[src/rtl/piso_serializer.sv]
// Parallel-in serial-out shifter with a valid/ready load port.
// Emits one bit per cycle, with back-to-back words and no gap between them.
module piso_serializer #(
    parameter int   WIDTH     = 8,
    parameter bit   MSB_FIRST = 1'b1,
    parameter logic IDLE_BIT  = 1'b0
) (
    input  logic             clk,
    input  logic             rst,
    input  logic [WIDTH-1:0] din,
    input  logic             din_valid,
    output logic             din_ready,
    output logic             sout,
    output logic             sout_valid,
    output logic             last
);

    localparam int            CW      = $clog2(WIDTH);
    localparam logic [CW-1:0] CNT_MAX = CW'(WIDTH - 1);

    localparam logic [0:0] S_IDLE  = 1'b0;
    localparam logic [0:0] S_SHIFT = 1'b1;

    logic [0:0]       state_q, state_d;
    logic [CW-1:0]    cnt_q, cnt_d;
    logic [WIDTH-1:0] shreg_q, shreg_d;
    logic             sout_q, sout_d;
    logic             sout_valid_q, sout_valid_d;
    logic             last_q, last_d;
    logic             at_end;
    logic             accept;

    // Load window: idle, or the final bit of the word in flight.
    always_comb begin
        at_end    = (state_q == S_SHIFT) && (cnt_q == CNT_MAX);
        din_ready = rst && ((state_q == S_IDLE) || at_end);
        accept    = din_valid && din_ready;
    end

    // Next state: load a new word, advance one bit, or fall back to idle.
    always_comb begin
        state_d      = state_q;
        cnt_d        = cnt_q;
        shreg_d      = shreg_q;
        sout_d       = IDLE_BIT;
        sout_valid_d = 1'b0;
        last_d       = 1'b0;
        if (accept) begin
            state_d      = S_SHIFT;
            cnt_d        = '0;
            shreg_d      = din;
            sout_d       = MSB_FIRST ? din[WIDTH-1] : din[0];
            sout_valid_d = 1'b1;
        end else if (state_q == S_SHIFT) begin
            if (at_end) begin
                state_d = S_IDLE;
            end else begin
                cnt_d        = cnt_q + CW'(1);
                sout_valid_d = 1'b1;
                last_d       = (cnt_d == CNT_MAX);
                if (MSB_FIRST) begin
                    shreg_d = shreg_q << 1;
                    sout_d  = shreg_q[WIDTH-2];
                end else begin
                    shreg_d = shreg_q >> 1;
                    sout_d  = shreg_q[1];
                end
            end
        end
    end

    // Registers, with a synchronous active-low clear.
    always_ff @(posedge clk) begin
        if (!rst) begin
            state_q      <= S_IDLE;
            cnt_q        <= '0;
            shreg_q      <= '0;
            sout_q       <= IDLE_BIT;
            sout_valid_q <= 1'b0;
            last_q       <= 1'b0;
        end else begin
            state_q      <= state_d;
            cnt_q        <= cnt_d;
            shreg_q      <= shreg_d;
            sout_q       <= sout_d;
            sout_valid_q <= sout_valid_d;
            last_q       <= last_d;
        end
    end

    assign sout       = sout_q;
    assign sout_valid = sout_valid_q;
    assign last       = last_q;

endmodule

[config.mk]
export PLATFORM = sky130hd
export DESIGN_NAME = piso_serializer
export DESIGN_NICKNAME = d
export VERILOG_FILES = /design/src/rtl/piso_serializer.sv
export SDC_FILE = /design/constraint.sdc
export NUM_CORES = 1
export LEC_CHECK = 0
export CAP_MARGIN = 20
export CORE_AREA = 2 2 40 42
export DETAILED_ROUTE_END_ITERATION = 10
export DIE_AREA = 0 0 42 44
export GPL_TIMING_DRIVEN = 0
export PLACE_DENSITY_LB_ADDON = 0.05
export SLEW_MARGIN = 0
export SYNTH_ARGS = -nofsm -noshare
export SYNTH_HDL_FRONTEND = slang
export SYNTH_SLANG_ARGS = --single-unit
[constraint.sdc]
create_clock -name clk -period 2.1 [get_ports clk]
set_clock_uncertainty 0.15 [all_clocks]
set_input_delay 0.42 -clock clk [delete_from_list [all_inputs] [get_ports clk]]
set_output_delay 0.42 -clock clk [all_outputs]
set_load 0.01 [all_outputs]
Word level (Yosys, flattened, before mapping):

Index checks and enable logic that the tools add are counted.

* word-level logic and storage cells: 30
* input bits: 11
* flip-flop bits (word level): 13
* bits in read-only memories: 0
* output and inout port bits: 4
* bits in latches: 0
* memories kept: 0
* bits in writable memories: 0

* $lt $le $gt $ge: 0
* muxes and demuxes: 9
* multipliers: 0
* eq/ne operators: 3
* div/mod/pow operators: 0
* reductions and logical operators: 9
* add/sub/neg operators: 1
* bitwise logic cells: 3
* shift-type cells: 0

Operator list (count)
* 2-to-1 mux 7 bit: 3
* equality test 3 bit, second input constant: 2
* 2-to-1 mux 1 bit: 6
* AND reduction 2 bit: 2
* OR reduction 4 bit: 1
* adder 3 x 1 -> 3 bit, second input constant: 1
* logical AND 1 bit: 3
* inverter 1 bit: 3
* != test 2 x 1 -> 1 bit, second input constant: 1
* nonzero test 2 bit: 1
* OR reduction 2 bit: 1
* logical OR 1 bit: 1

Longest topological paths before layout:

* word-level depth: 7
* depth in mapped cells: 7
* mapped depth without buffers: 5

Worst setup path before layout:

No wires, ideal clock.

* kind: register to output
* from: reg cnt_q[0]
* to: out din_ready
* buffers on the path: 1
* stages on the path, launching flop included: 6
* data arrival time: 1.091 ns
* path slack: 0.439 ns
* data required time: 1.530 ns
* cell sequence: dfxtp_1 > ha_1 > ha_1 > nand2b_1 > buf_6 > and2_4

* cells in the longest elaborated chain, start to end: 4

RTL lines
* start: declaration: RTL line 25 `logic [CW-1:0] cnt_q, cnt_d;`
* start signal: assignment: RTL line 83 `cnt_q <= cnt_d;`
* equality test 3 bit: RTL line 35 `at_end = (state_q == S_SHIFT) && (cnt_q == CNT_MAX);`
* logical AND 1 bit: RTL line 35
* logical OR 1 bit: RTL line 36 `din_ready = rst && ((state_q == S_IDLE) || at_end);`
* logical AND 1 bit: RTL line 36
* end: declaration: RTL line 12 `output logic din_ready,`

Every way passes these cells.

Worst setup path in the final report:

Ends and elaborated chain as after synthesis.

==> summary.txt <==
Outcome
  • Status: completed

Setup path
  • Worst EP arrival: 1.45 ns
  • Worst path cell trace: ha_2, ha_2, nand2b_4, buf_6, and2_4, buf_2
  • Reg2Reg Depth: 8
  • CP Data Required Time: 1.53 ns
  • Crit path top cell by count: ha_2
  • Critical path class: register to output pin
  • Crit Path Max Fanout: 2
  • Crit path capture: din_ready
  • Cell family with most CP delay: adder cells
  • Critical path's slowest cell: dfxtp_2
  • Critical path depth in cells: 6
  • CP Capture Type: output pin
  • Setup slack, reg-to-reg: 0.49 ns
  • Worst setup SP type: register
  • Critical path buffer and inverter count: 2
  • Critical R2R Capture: shreg_q[3]
  • Critical path origin: cnt_q[0]
  • CP peak stage delay: 0.32 ns
  • Worst r2r src: cnt_q[0]

Timing
  • Fmax: 0.4947 GHz
  • Final worst slack: 0.07867 ns
  • Pins Over Slew Limit: 0
  • Final hold vios: 0
  • Max-slew headroom: 0.8660
  • Tmin final: 2.021 ns
  • Fin Setup TNS: 0 ns
  • Final setup viols: 0
  • Least-Margin Pin Slew: 0.2010 ns
  • Final Cycle Share: 0.9625
  • RSZ-0062 raised after global routing: no

Die
  • I/O pins: 15
  • Die height: 44 um
  • Total core area: 1419 um^2
  • Die area: 1848 um^2
  • Num rows: 14
  • Die width: 42 um
  • Initial Util: 0.4215

CTS
  • CTS sink cnt: 13
  • Clk Tree Root Cell: clkbuf_4
  • Clk buf depth: 2
  • H-tree levels: 1
  • Worst-path clk slew: 0.08 ns
  • CTS tree: yes
  • Worst-skew pair later-pin latency: 0.27 ns
  • CTS Buf Count: 3
  • Hold_buf cts: 0

Yosys
  • Post-synthesis sequential element count: 13
  • Mapped Cells: 59
  • Sequential cell area fraction in the yosys report: 0.4351
  • Yosys top cell area share: 0.4351
  • Cell accounting for the most synthesized area: dfxtp_1
  • YS warnings: 0
  • Synth area leaders: dfxtp_1 (44%), mux2i_1 (12%), ha_1 (6.3%)
  • Mapped Nets: 73
  • Avg Synthesized Cell Area: 10.14 um^2
  • Yosys cell types: 21
  • Netlist Area Pre-Place: 598.1 um^2

GRT
  • GRT overflow: 0
  • Global-route wire length before repair: 2021 um
  • Largest net degree at the start of global routing: 11
  • Overall routing resource usage: 0.1532
  • Vias in the first global route: 441
  • Initial antenna violation count: 0

Routing
  • Vias per cell: 5.021
  • Avg WL per Cell: 10.97 um
  • Total iterations of the first detailed-routing run: 2
  • DRC errors left: 0
  • Vias: 482
  • Iteration-0 DRC Markers: 2
  • Total Wirelength: 1053 um
  • Routed Antenna Nets: 0

Placement
  • DP Area: 758.2 um^2
  • # port buffers: 14
  • Dpl ws: -0.1045 ns
  • Placer congestion estimate: 0.6260
  • Detailed-placement wirelength estimate: 713.6 um

Worst hold path
  • Hold Startpoint: shreg_q[6]
  • Worst hold path class: register to register

Finish
  • Diode count: 0
  • Layout Nets: 95
  • Layout Utilization: 0.5758
  • Cell area after layout: 817.0 um^2
  • Share of layout cells above drive strength 1: 0.2625
  • Synthesis-to-finish area growth: 36.61%

Power and ir drop
  • VDD IR-drop max: 0.3538 mV
  • Power Density: 631.4 nW/um^2
  • Lkg Pwr: 0.0003357 uW
  • Tot Pwr: 515.9 uW

Run
  • Maxcap violations: 0
## placed cells by master, fill, tap and decap left out, drive strengths merged, types with 3 or more instances in the layout
master	count
a21oi	6
buf	8
clkbuf	4
clkdlybuf4s50	13
dfxtp	13
ha	3
mux2i	7
nor2	3
o21a	3
o21ai	6
## state kept, by name, indices dropped and copies added (netlist names)
signal      flops
sout            1
sout_valid      1
last            1
cnt_q           3
shreg_q         7
## area by class of cell
cell class	instances	area (um^2)
multi-input cells	41	307.8
flip-flops and latches	13	262.8
fillers	145	601.8
plain buffers	4	38.79
clock buffers	4	26.28
inverters	1	3.754
repair buffers	17	157.7
well taps	16	20.02
## worst min-delay path, stage by stage, from the launching register on
cell,delay [ns]
dfxtp_1,0.31
nand2_1,0.05
a21boi_0,0.06
## cell families after synthesis
family / synth area share
AO/OA/AOI/OAI: 0.1820
adder cells (fa/ha/maj): 0.06277
buffers and inverters: 0.07111
flip-flops: 0.4351
multiplexers: 0.1172
AND/OR/NAND/NOR: 0.1318
## routing by layer
metal,up-vias,track usage,part of all wire
met2,10,0.2219,0.45
met4,0,0.1161,0.022
li1,247,-,-
met1,221,0.1862,0.48
met5,-,0,0
met3,4,0.05417,0.047
## worst min path at each step
stage | endpoint | cells after the start | slack, ns
2_1_floorplan | sout | 2 | 0.29
3_3_place_gp | sout | 2 | 0.31
3_5_place_dp | sout | 2 | 0.31
4_1_cts | sout | 2 | 0.32
5_1_grt | sout | 2 | 0.35
6_report | sout | 2 | 0.32
## stage by stage
step	hold WS, ns	cells
3_3_place_gp	0.3108	89
6_report	0.3154	96
4_1_cts	0.3237	94
2_1_floorplan	0.2902	59
5_1_grt	0.3461	96
3_5_place_dp	0.3123	89
## cells in the mapped netlist
master / instances
a21boi_0: 2
a21oi_1: 6
and2_4: 1
and2b_2: 1
buf_2: 1
buf_6: 3
dfxtp_1: 13
ha_1: 3
inv_1: 1
mux2i_1: 7
nand2_1: 2
nand2b_1: 1
nand3_1: 2
nand3b_1: 1
nor2_1: 3
nor2b_1: 1
nor3_1: 1
nor3b_1: 1
o21a_1: 3
o21ai_0: 3
o21ai_2: 3
## power by group
part | internal, uW | switching [uW]
sequential | 262 | 8.16
clock | 73.6 | 81.0
combinational | 54.2 | 36.8
total | 390 | 126
## repair_timing
action	in CTS	in global routing
pin swaps	0	0
endpoints found under the hold margin	0	0
buffers inserted	1	2
endpoints found under the setup margin	1	1
resized for setup	6	3
Power figures use the tool's default switching activity.
